`src/rtl/cmp_sort_ctrl.sv`:
```
// cmp_sort_ctrl: collects DEPTH unsigned elements, bubble-sorts them ascending with one
// shared comparator (one compare per clock), then streams them out smallest first.
//
// Ports:
//   clk          rising-edge clock
//   rst_n        asynchronous active-low reset (aborts any batch in progress)
//   in_valid     producer offers in_data
//   in_data      element to load (WIDTH bits)
//   in_ready     high while loading; a transfer is in_valid && in_ready
//   out_valid    out_data holds a sorted element
//   out_data     sorted element, smallest first; stable while out_valid && !out_ready
//   out_ready    consumer accepts out_data
//   busy         high while sorting
//   cmp_result   registered {gt, eq, lt} of the most recent compare
//   swap_count   number of swaps in the current/last sort (only with CMP_SORT_SWAP_COUNT_EN)
//
// Optional feature macro: CMP_SORT_SWAP_COUNT_EN adds the swap_count output and counter.
module cmp_sort_ctrl #(
    parameter int WIDTH = 4,
    parameter int DEPTH = 4
) (
    input  logic                               clk,
    input  logic                               rst_n,
    input  logic                               in_valid,
    input  logic [WIDTH-1:0]                   in_data,
    output logic                               in_ready,
    output logic                               out_valid,
    output logic [WIDTH-1:0]                   out_data,
    input  logic                               out_ready,
    output logic                               busy,
`ifdef CMP_SORT_SWAP_COUNT_EN
    output logic [2:0]                         cmp_result,
    output logic [$clog2(DEPTH*DEPTH):0]       swap_count
`else
    output logic [2:0]                         cmp_result
`endif
);
    localparam int AW = $clog2(DEPTH);
    localparam logic [AW-1:0] LAST = AW'(DEPTH - 1);
    localparam logic [AW-1:0] LAST_CMP = AW'(DEPTH - 2);

    typedef enum logic [1:0] {S_LOAD, S_SORT, S_OUT} state_t;

    state_t            r_state, w_next;
    logic [WIDTH-1:0]  r_buf [DEPTH];
    logic [AW-1:0]     r_wr_ptr, r_rd_ptr, r_idx, r_pass;
    logic              r_swapped, r_in_ready;
    logic [2:0]        r_cmp;
    logic [AW-1:0]     w_idx1;
    logic [WIDTH-1:0]  w_a, w_b;
    logic              w_gt, w_eq, w_lt;
    logic              w_in_fire, w_load_done, w_pass_end, w_sort_done, w_out_fire, w_out_done;

    assign w_idx1 = r_idx + 1'b1;
    assign w_a    = r_buf[r_idx];
    assign w_b    = r_buf[w_idx1];
    assign w_gt   = w_a > w_b;
    assign w_eq   = w_a == w_b;
    assign w_lt   = w_a < w_b;

    // r_in_ready is only ever high in LOAD, so it doubles as the load-state qualifier
    assign w_in_fire   = in_valid && r_in_ready;
    assign w_load_done = w_in_fire && r_wr_ptr == LAST;
    assign w_pass_end  = r_state == S_SORT && r_idx == LAST_CMP;
    // a swap in the final compare of a pass still counts toward "this pass swapped"
    assign w_sort_done = w_pass_end && (!(r_swapped || w_gt) || r_pass == LAST_CMP);
    assign w_out_fire  = r_state == S_OUT && out_ready;
    assign w_out_done  = w_out_fire && r_rd_ptr == LAST;

    always_comb begin
        w_next = w_load_done ? S_SORT :
                 w_sort_done ? S_OUT  :
                 w_out_done  ? S_LOAD : r_state;
    end

    always_ff @(posedge clk or negedge rst_n) begin
        if (!rst_n) r_state <= S_LOAD;
        else        r_state <= w_next;
    end

    always_ff @(posedge clk or negedge rst_n) begin
        if (!rst_n) begin
            r_in_ready <= 1'b0;
            r_wr_ptr   <= '0;
            r_rd_ptr   <= '0;
            r_idx      <= '0;
            r_pass     <= '0;
            r_swapped  <= 1'b0;
            r_cmp      <= 3'b000;
        end else begin
            r_in_ready <= w_next == S_LOAD;
            if (w_in_fire) r_wr_ptr <= w_load_done ? '0 : r_wr_ptr + 1'b1;
            if (w_load_done) begin
                r_idx     <= '0;
                r_pass    <= '0;
                r_swapped <= 1'b0;
            end
            if (r_state == S_SORT) begin
                r_cmp <= {w_gt, w_eq, w_lt};
                if (w_sort_done) begin
                    r_rd_ptr <= '0;
                end else if (w_pass_end) begin
                    r_pass    <= r_pass + 1'b1;
                    r_idx     <= '0;
                    r_swapped <= 1'b0;
                end else begin
                    r_idx     <= w_idx1;
                    r_swapped <= r_swapped | w_gt;
                end
            end
            if (w_out_fire) r_rd_ptr <= w_out_done ? '0 : r_rd_ptr + 1'b1;
        end
    end

    // element storage carries no reset: its contents are meaningless until reloaded
    always_ff @(posedge clk) begin
        if (w_in_fire) begin
            r_buf[r_wr_ptr] <= in_data;
        end else if (r_state == S_SORT && w_gt) begin
            r_buf[r_idx]  <= w_b;
            r_buf[w_idx1] <= w_a;
        end
    end

`ifdef CMP_SORT_SWAP_COUNT_EN
    logic [$clog2(DEPTH*DEPTH):0] r_swap_cnt;

    always_ff @(posedge clk or negedge rst_n) begin
        if (!rst_n)                           r_swap_cnt <= '0;
        else if (w_load_done)                 r_swap_cnt <= '0;
        else if (r_state == S_SORT && w_gt)   r_swap_cnt <= r_swap_cnt + 1'b1;
    end

    assign swap_count = r_swap_cnt;
`endif

    assign in_ready   = r_in_ready;
    assign out_valid  = r_state == S_OUT;
    assign out_data   = out_valid ? r_buf[r_rd_ptr] : '0;
    assign busy       = r_state == S_SORT;
    assign cmp_result = r_cmp;
endmodule

```
`config.mk`:
```
export PLATFORM = sky130hd
export DESIGN_NAME = cmp_sort_ctrl
export DESIGN_NICKNAME = d
export VERILOG_FILES = /design/src/rtl/cmp_sort_ctrl.sv
export SDC_FILE = /design/constraint.sdc
export NUM_CORES = 1
export LEC_CHECK = 0
export CORE_ASPECT_RATIO = 1.1
export CORE_MARGIN = 2
export CORE_UTILIZATION = 54
export CTS_BUF_LIST = sky130_fd_sc_hd__clkbuf_4 sky130_fd_sc_hd__clkbuf_8
export DETAILED_ROUTE_END_ITERATION = 6
export PLACE_DENSITY = 0.78
export SLEW_MARGIN = 10
export SYNTH_ARGS = -nofsm -noshare
export SYNTH_HDL_FRONTEND = slang
export SYNTH_SLANG_ARGS = --single-unit
```
`constraint.sdc`:
```
create_clock -name clk -period 3.1 [get_ports clk]
set_input_delay 0.62 -clock clk [delete_from_list [all_inputs] [get_ports clk]]
set_output_delay 0.62 -clock clk [all_outputs]
set_load 0.02 [all_outputs]
```
==> results.rst <==
.. list-table::
   :header-rows: 1

   * - Metric
     - Value
   * - Leading area contributor after synthesis
     - edfxtp_1
   * - Crit path capture type
     - register
   * - Adder-Cell Fraction of Synth Area
     - 0.0651
   * - Async SR Flop Fraction
     - 0.484
   * - Global route total overflow
     - 0
   * - Max Buffers Root-to-Sink
     - 2
   * - Number of DRC violations after detailed routing
     - 0
   * - Arrival time at the worst endpoint
     - 3.04 ns
   * - Post-route minimum period
     - 3.00 ns
   * - Fraction of post-synthesis cell area in the top cell type by area
     - 0.227
   * - Post-Syn Area per Cell
     - 11.5 sq um
   * - Start-to-end type of the worst setup path
     - register to register
   * - Worst IR drop on VDD
     - 0.000233 V
   * - Cells taking the most area after synthesis
     - edfxtp_1, dfrtp_1, mux4_2
   * - Total clock sinks
     - 31
   * - Multiplexer fraction of the synthesized cell area
     - 0.224
   * - Most frequent standard cell in the layout excluding fill and tap cells
     - mux2i_1
   * - Post-Syn Area
     - 2110 sq um
   * - Run status
     - finished clean
   * - Maximum clock skew at final layout
     - 0.0103 ns
   * - Clk_lat worst skew
     - 0.30 ns
   * - Maximum fanout along the worst path
     - 8
   * - Worst-case setup margin in the final layout
     - 0.0972 ns
   * - Hold buffer count at CTS
     - 0
   * - Die Area
     - 4430 sq um
   * - Vias in the first global route
     - 1554
   * - Final HPWL DP
     - 3.57 mm
   * - Worst slack at placement
     - -0.00391 ns
   * - Worst hold path class
     - register to register
   * - Leakage
     - 0.960 nW
   * - CP Data Required Time
     - 3.14 ns
   * - Top library cells by usage in the layout, fill and taps aside
     - mux2i_1, a21oi_1, clkdlybuf4s50_1
   * - Number of top-level design ports
     - 18
   * - Reg-to-reg slack, setup
     - 0.1 ns
   * - Critical Path Start Type
     - register
   * - Pin count of the biggest net entering global routing
     - 16
   * - Share of cells above drive strength 1
     - 0.239
   * - Area fraction in and, or, nand and nor cells after synthesis
     - 0.102
   * - Slew headroom
     - 0.520
   * - Vias per Instance
     - 6.19
   * - FMAX
     - 0.333 GHz
   * - Wire length after detailed routing
     - 4.80 mm
   * - Portion of the post-synthesis area used by sequential elements
     - 0.405
   * - Area Growth Syn to Fin
     - 17.5%
   * - Worst r2r path cells
     - 11
   * - Filler instances
     - 293
   * - Synth Flop Type
     - edfxtp_1
   * - EDFF count, synth
     - 16
   * - R2R Path Start
     - r_idx[1]$_DFF_PN0_
   * - Worst-margin pin slew
     - 0.718 ns
   * - Antenna violations before repair
     - 0
   * - Clock-pin slew on the worst setup and hold paths
     - 0.06 ns
   * - XOR/XNOR share of the synthesized area
     - 0
   * - Final-report hold violation count
     - 0
   * - Detail-routed net length per standard cell
     - 18.5 um
   * - Termination of the worst setup path
     - r_buf[1][2]$_DFFE_PP_
   * - CTS root buffer
     - clkbuf_8
   * - Post-route fraction of the period consumed by the critical path
     - 0.969
   * - Critical register-to-register path endpoint
     - r_buf[1][2]$_DFFE_PP_
   * - Core outline area
     - 3710 sq um
   * - Vertical die dimension
     - 69.6 um
   * - Utilization of the core after routing
     - 0.669
   * - DR pass1 iterations
     - 4
   * - Synthesized-area fraction occupied by ao, oa, aoi and oai cells
     - 0.155
   * - Clock buffers created by TritonCTS
     - 5
   * - Pins Over Slew Limit
     - 0
   * - Count of different cell masters after synthesis
     - 42
   * - Remaining antenna violation count
     - 0
   * - Width of the chip
     - 63.6 um
   * - Finish-stage setup viols
     - 0
   * - Diode count
     - 0
   * - 1st-iter DRT viols
     - 107
   * - Effective utilization at floorplan
     - 0.569
   * - Main combinational cell family by area after synthesis
     - multiplexers
   * - Total power divided by cell area
     - 313 nW/um^2
   * - Yosys warning count
     - 0
   * - Synthesized netlist net count
     - 202
   * - Number of nets in the finished design
     - 227
   * - Std cell rows
     - 23
   * - Htree depth
     - 2
   * - Total of max-cap violations
     - 0
   * - GRT Overall Usage
     - 0.231
   * - TritonCTS clock tree
     - yes
   * - Via count
     - 1602
   * - Post-Synthesis Cells
     - 183
   * - Count of input and output buffers
     - 17
   * - Routability congestion estimate
     - 0.884
   * - Number of register bits inferred by synthesis
     - 31
   * - Global-route wire length before repair
     - 7.63 mm
   * - Startpoint of the most critical setup path
     - r_idx[1]$_DFF_PN0_
[worst min path at each step]
stage / end / depth (start not counted) / from / slack [ns]
floorplan: cmp_result[0]$_DFFE_PN0P_ / 0 / rst_n / 0.32
global placement: r_pass[0]$_DFF_PN0_ / 1 / r_pass[0]$_DFF_PN0_ / 0.46
detailed placement: cmp_result[1]$_DFFE_PN0P_ / 2 / cmp_result[1]$_DFFE_PN0P_ / 0.47
CTS: cmp_result[1]$_DFFE_PN0P_ / 2 / cmp_result[1]$_DFFE_PN0P_ / 0.48
global route: cmp_result[2]$_DFFE_PN0P_ / 2 / cmp_result[2]$_DFFE_PN0P_ / 0.52
finish: cmp_result[1]$_DFFE_PN0P_ / 2 / cmp_result[1]$_DFFE_PN0P_ / 0.48
[kinds of logic after synthesis]
kind of cell | count (synthesis)
AOI/OAI and AO/OA | 48
and+or+nand+nor | 42
muxes | 32
DFF | 31
buffers and inverters | 19
adders and majority gates | 11
[critical path: stages, from the launching register on]
cell      delay, ns
dfrtp_1        0.34
inv_1          0.08
ha_4           0.32
mux4_2         0.57
ha_1           0.21
nor2b_1        0.14
o211ai_1       0.10
buf_4          0.16
a211oi_4       0.30
buf_6          0.17
a21boi_1       0.07
o22a_2         0.28
[power breakdown]
| group | internal (mW) | total, mW | switching (mW) |
|---|---|---|---|
| Combinational | 0.0129 | 0.0267 | 0.0138 |
| Sequential | 0.434 | 0.435 | 0.00114 |
| Clock | 0.162 | 0.316 | 0.155 |
| Total | 0.609 | 0.778 | 0.170 |
[through the flow]
stage,setup TNS [ns],hold slack [ns],cells,cell area [sq um],power (mW)
global placement,0,0.462,246,2350,0.469
floorplan,0,0.324,183,2130,0.453
detailed placement,-0.00391,0.469,246,2350,0.470
global route,-0.00964,0.522,259,2480,0.802
finish,0,0.476,259,2480,0.778
CTS,0,0.483,255,2440,0.784
[layer usage]
metal  wire length, um  vias up  GRT usage
met1              1910      765      0.293
met3               412       17     0.0731
li1                  -      744          -
met2              2350       76      0.353
met4               130        0      0.118
met5                 0        -          0
[layout make-up]
cell class / count / area [sq um] / area share
Clock buffer: 6 / 76.3 / 0.0307
Clock inverter: 2 / 7.51 / 0.00302
Inverter: 9 / 46.3 / 0.0186
Multi-Input combinational cell: 133 / 1180 / 0.474
Sequential cell: 31 / 857 / 0.345
Tap cell: 50 / 62.6 / 0.0252
Timing Repair Buffer: 28 / 256 / 0.103
[timing repair]
item	4_1_cts	5_1_grt
setup endpoints to repair	1	34
setup buffers	1	4
gates resized for setup	0	7
pin swaps	1	3
[synthesized netlist by cell type, types with 3 or more instances]
| master | count |
|---|---|
| buf_1 | 4 |
| nand2_1 | 12 |
| dfrtp_1 | 15 |
| ha_1 | 11 |
| a21oi_2 | 4 |
| nand3_1 | 3 |
| mux4_2 | 12 |
| a21oi_1 | 18 |
| mux2i_1 | 18 |
| nor2_1 | 9 |
| nor3_1 | 3 |
| inv_1 | 8 |
| and2_1 | 4 |
| o22a_1 | 3 |
| o21ai_0 | 7 |
| edfxtp_1 | 16 |
[flip-flops by register name, indices dropped and copies added, names as in the netlist]
signal,count
cmp_result,3
r_buf,16
r_pass,2
r_state,2
r_idx,2
r_swapped,1
in_ready,1
r_rd_ptr,2
r_wr_ptr,2
No activity file was read; power rests on OpenSTA's default activity.
==> patch 1, RTL diff (same flow settings) <==
Re-encode `state_t` (3 states) as one-hot, 3 bits wide.
--- a/src/rtl/cmp_sort_ctrl.sv
+++ b/src/rtl/cmp_sort_ctrl.sv
@@ -41,3 +41,3 @@
 
-    typedef enum logic [1:0] {S_LOAD, S_SORT, S_OUT} state_t;
+    typedef enum logic [2:0] {S_LOAD = 3'b001, S_SORT = 3'b010, S_OUT = 3'b100} state_t;
 
Formal check against the unedited RTL: no difference found for any inputs over 10 cycles, from zero or initial values and one cycle with rst_n low; not proved beyond that.
==> patch 1 against the unedited design <==
- wire length is 6.4% higher
- area after synthesis grew 10%
- core utilization down 2.0 points
- worst setup slack improved by 0.075 ns
- design area is 10% higher
- sequential cell count is 1 higher
- critical path type unchanged
Power is left out: it rests on default switching activity, and per cell area and clock period it moved more than threefold.
==> patch 1: results (changes against the unedited design) <==
stage;metric;value;unit;change
outcome;outcome;finished clean;;unchanged
finish;post_route_cells_drive_above_1_share;24.9;%;was 23.9%
clock_tree;clockRootBuffer;sky130_fd_sc_hd__clkbuf_8;;unchanged
global_route;grt_pass1_vias;1607;;was 1554
route;postRouteWirelength;5.11;mm;was 4.80 mm
critical_path;timing.critical_path.fanout_max;12;;was 8
timing;slew_headroom;53.1;%;was 52.0%
synth;synth_area_leaders;sky130_fd_sc_hd__edfxtp_1, sky130_fd_sc_hd__dfrtp_1, sky130_fd_sc_hd__mux2i_1;;was sky130_fd_sc_hd__edfxtp_1, sky130_fd_sc_hd__dfrtp_1, sky130_fd_sc_hd__mux4_2
global_route;gr-usage-all-layers;23.4;%;was 23.1%
critical_path;worst_path_largest_cell_delay;0.35;ns;was 0.57 ns
synth;ys.flop_type;sky130_fd_sc_hd__edfxtp_1;;unchanged
global_route;grt_start_max_net_pins;18;;was 16
route;first_iter_violations;147;;was 107
global_route;grt_pass1_wl;8.22;mm;was 7.63 mm
synth;post_synth_top_cells;sky130_fd_sc_hd__mux2i_1, sky130_fd_sc_hd__edfxtp_1, sky130_fd_sc_hd__dfrtp_1, sky130_fd_sc_hd__mux2_2;;was sky130_fd_sc_hd__a21oi_1, sky130_fd_sc_hd__mux2i_1, sky130_fd_sc_hd__edfxtp_1
critical_path;timing.critical_path.max_delay_family;multiplexers;;was compound AO/OA/AOI/OAI gates
finish;antenna_cells;0;;unchanged
clock_tree;insertion_delay;0.28;ns;was 0.30 ns
placed_design;pre_cts_ws;0.0445;ns;was -0.00391 ns
synth;synthArstFlopShare;50.0;%;was 48.4%
critical_path;timing.critical_path.slowest_stage_cell;sky130_fd_sc_hd__dfrtp_1;;was sky130_fd_sc_hd__mux4_2
timing;worst_slack;0.172;ns;was 0.0972 ns
route;drt_first_pass_iters;4;;unchanged
synth;synth_seq_area_share;37.9;%;was 40.5%
route;vias_per_cell;6.01;;was 6.19
placed_design;detailed_place_hpwl;3.73;mm;was 3.57 mm
timing;skew;0.00650;ns;was 0.0103 ns
synth;synth.net_count;220;;was 202
placed_design;globalplace.congestion;0.808;;was 0.884
finish;num-fill-cells;333;;was 293
finish;fin_nets;247;;was 227
patch 1: layout make-up:
| type | count | share of cell area [%] |
|---|---|---|
| inverters | 13 | 2.05 |
| repair buffers | 31 | 10.5 |
| clock buffers | 6 | 2.79 |
| well taps | 54 | 2.47 |
| multi-input cells | 145 | 48.7 |
| clock inverters | 2 | 1.28 |
| flip-flops and latches | 32 | 32.2 |
patch 1: per-stage QoR:
step,utilization (%),cell area (um^2),std cells,hold WS (ns)
2_1_floorplan,-,2350,201,0.324
3_3_place_gp,61.6,2600,273,0.469
3_5_place_dp,61.6,2600,273,0.474
4_1_cts,64.2,2710,281,0.483
5_1_grt,64.9,2740,283,0.526
6_report,64.9,2740,283,0.481
patch 1: repair_timing:
action / 4_1_cts / 5_1_grt
buffers inserted: 0 / 2
gates resized for setup: 0 / 2
hold buffers: 0 / 0
endpoints found under the setup margin: 0 / 32
patch 1: cells by family after synthesis:
group           synth area share (%)
flops                           37.9
fa+ha+maj                       5.91
buf+inv                         5.27
mux                             32.6
simple gates                    7.69
compound gates                  10.6
patch 1: final timing paths:
kind,from,endpoint,cells past startpoint
setup / recovery,r_idx[1],r_buf[3][0],12
hold reg to reg,r_pass[0],r_pass[0],1
min in group asynchronous,rst_n,r_rd_ptr[0],1
setup reg to reg,r_idx[1],r_buf[3][0],12
hold / removal,r_pass[0],r_pass[0],1
max in group asynchronous,rst_n,r_pass[1],1
patch 1: routing by layer:
layer	track usage [%]	share of wire, %
met5	0	0
met4	7.71	1.3
met3	4.17	5.9
met2	36.6	49
met1	33.2	44
==> patch 2, RTL diff (same flow settings) <==
Without the edit above. Build with the macro `CMP_SORT_SWAP_COUNT_EN` defined.
--- a/src/rtl/cmp_sort_ctrl.sv
+++ b/src/rtl/cmp_sort_ctrl.sv
@@ -17,2 +17,4 @@
 // Optional feature macro: CMP_SORT_SWAP_COUNT_EN adds the swap_count output and counter.
+`define CMP_SORT_SWAP_COUNT_EN
+
 module cmp_sort_ctrl #(
Formal check against the unedited RTL (old outputs only; new: swap_count): equivalent (equiv_simple and equiv_induct, registers matched by name and starting in step).
==> patch 2 against the unedited design <==
- worst setup slack improved by 0.0023 ns
- worst hold slack better by 0.0014 ns
- design area rose by 14%
- wire length grew 18%
- die area up 8.5%
- area after synthesis grew 9.1%
- sequential cell count rose by 5
- critical path type unchanged
- critical endpoint is now r_buf[1][3]
- highest routed layer unchanged
Power is not shown: default switching activity piles up to over one toggle a cycle in this logic, so the estimate is an artifact.
==> patch 2: results (changes against the unedited design) <==
stage;metric;value;unit;change
outcome;outcome;finished clean;;unchanged
finish;multi_input_comb_cells;150;;was 133
critical_path;timing.critical_path.arrival;2.95;ns;was 3.04 ns
critical_path;crit_path_start;r_idx[0];;was r_idx[1]
critical_path;worst_path_largest_cell_delay;0.55;ns;was 0.57 ns
global_route;grt_use_met1;34.0;%;was 29.3%
hold_path;worst_hold_launch;r_pass[0];;was cmp_result[1]
finish;post_route_cells_drive_above_1_share;20.6;%;was 23.9%
synth;post_synthesis_cell_type_count;39;;was 42
finish;fin_nets;257;;was 227
finish;bufAreaShareNonClock;10.8;%;was 10.3%
global_route;gr-usage-all-layers;25.5;%;was 23.1%
placed_design;globalplace.congestion;0.892;;was 0.884
finish;seq_area;981;um^2;was 857 um^2
synth;synthArstFlopShare;55.6;%;was 48.4%
route;postRouteWirelength;5.65;mm;was 4.80 mm
placed_design;port-buffer-count;22;;was 17
finish;clock_cell_area_share;3.94;%;was 3.38%
route;met3RoutedLength;416;um;was 412 um
timing;slew_headroom;42.0;%;was 52.0%
route;routed-wl-met2;2.77;mm;was 2.35 mm
critical_path;timing.critical_path.fanout_max;12;;was 8
finish;layout.non_clock_buffers;33;;was 28
synth;postSynthRegisterBits;36;;was 31
route;route.layer.met1.wl;2.31;mm;was 1.91 mm
timing;skew;0.00918;ns;was 0.0103 ns
global_route;met2_usage;41.2;%;was 35.3%
finish;num-fill-cells;283;;was 293
finish;final.signal_inverter_count;11;;was 9
placed_design;detailed_place_hpwl;4.12;mm;was 3.57 mm
global_route;grt_start_max_net_pins;21;;was 16
## patch 2: timing repair
action,CTS,global route
buffers inserted,0,3
resized for setup,1,7
hold buffers,0,0
gates cloned,0,0
pin swaps,0,2
endpoints found under the setup margin,4,20
## patch 2: kinds of logic (layout without fill, tap and decap cells)
| logic type | Yosys count | after routing | synth area share [%] |
|---|---|---|---|
| AND/OR/NAND/NOR | 54 | 54 | 11.3 |
| multiplexers | 28 | 28 | 18.7 |
| buffers and inverters | 24 | 52 | 4.18 |
| AO/OA/AOI/OAI | 52 | 52 | 15.1 |
| adder cells (fa/ha/maj) | 12 | 12 | 6.51 |
| flip-flops | 36 | 36 | 42.6 |
| XOR/XNOR | 4 | 4 | 1.52 |
## patch 2: worst paths after layout
kind / depth (start not counted) / end / slack (ns)
worst min register to register: 1 / r_pass[0] / 0.48
min in group asynchronous: 1 / r_rd_ptr[1] / 0.82
max in group asynchronous: 1 / r_pass[1] / 1.74
worst max-delay path: 10 / r_buf[1][3] / 0.1
worst max register to register: 10 / r_buf[1][3] / 0.1
worst min-delay path: 1 / r_pass[0] / 0.48
## patch 2: metrics by stage
stage / setup slack [ns] / cell area (um^2) / util, % / cells / setup TNS [ns]
3_5_place_dp: -0.0596 / 2660 / 66.1 / 279 / -0.237
2_1_floorplan: -0.0306 / 2390 / - / 210 / -0.123
4_1_cts: 0.000859 / 2780 / 69.1 / 287 / 0
3_3_place_gp: 0.0170 / 2660 / 66.1 / 279 / 0
6_report: 0.0996 / 2830 / 70.3 / 290 / 0
5_1_grt: -0.0112 / 2830 / 70.3 / 290 / -0.0211
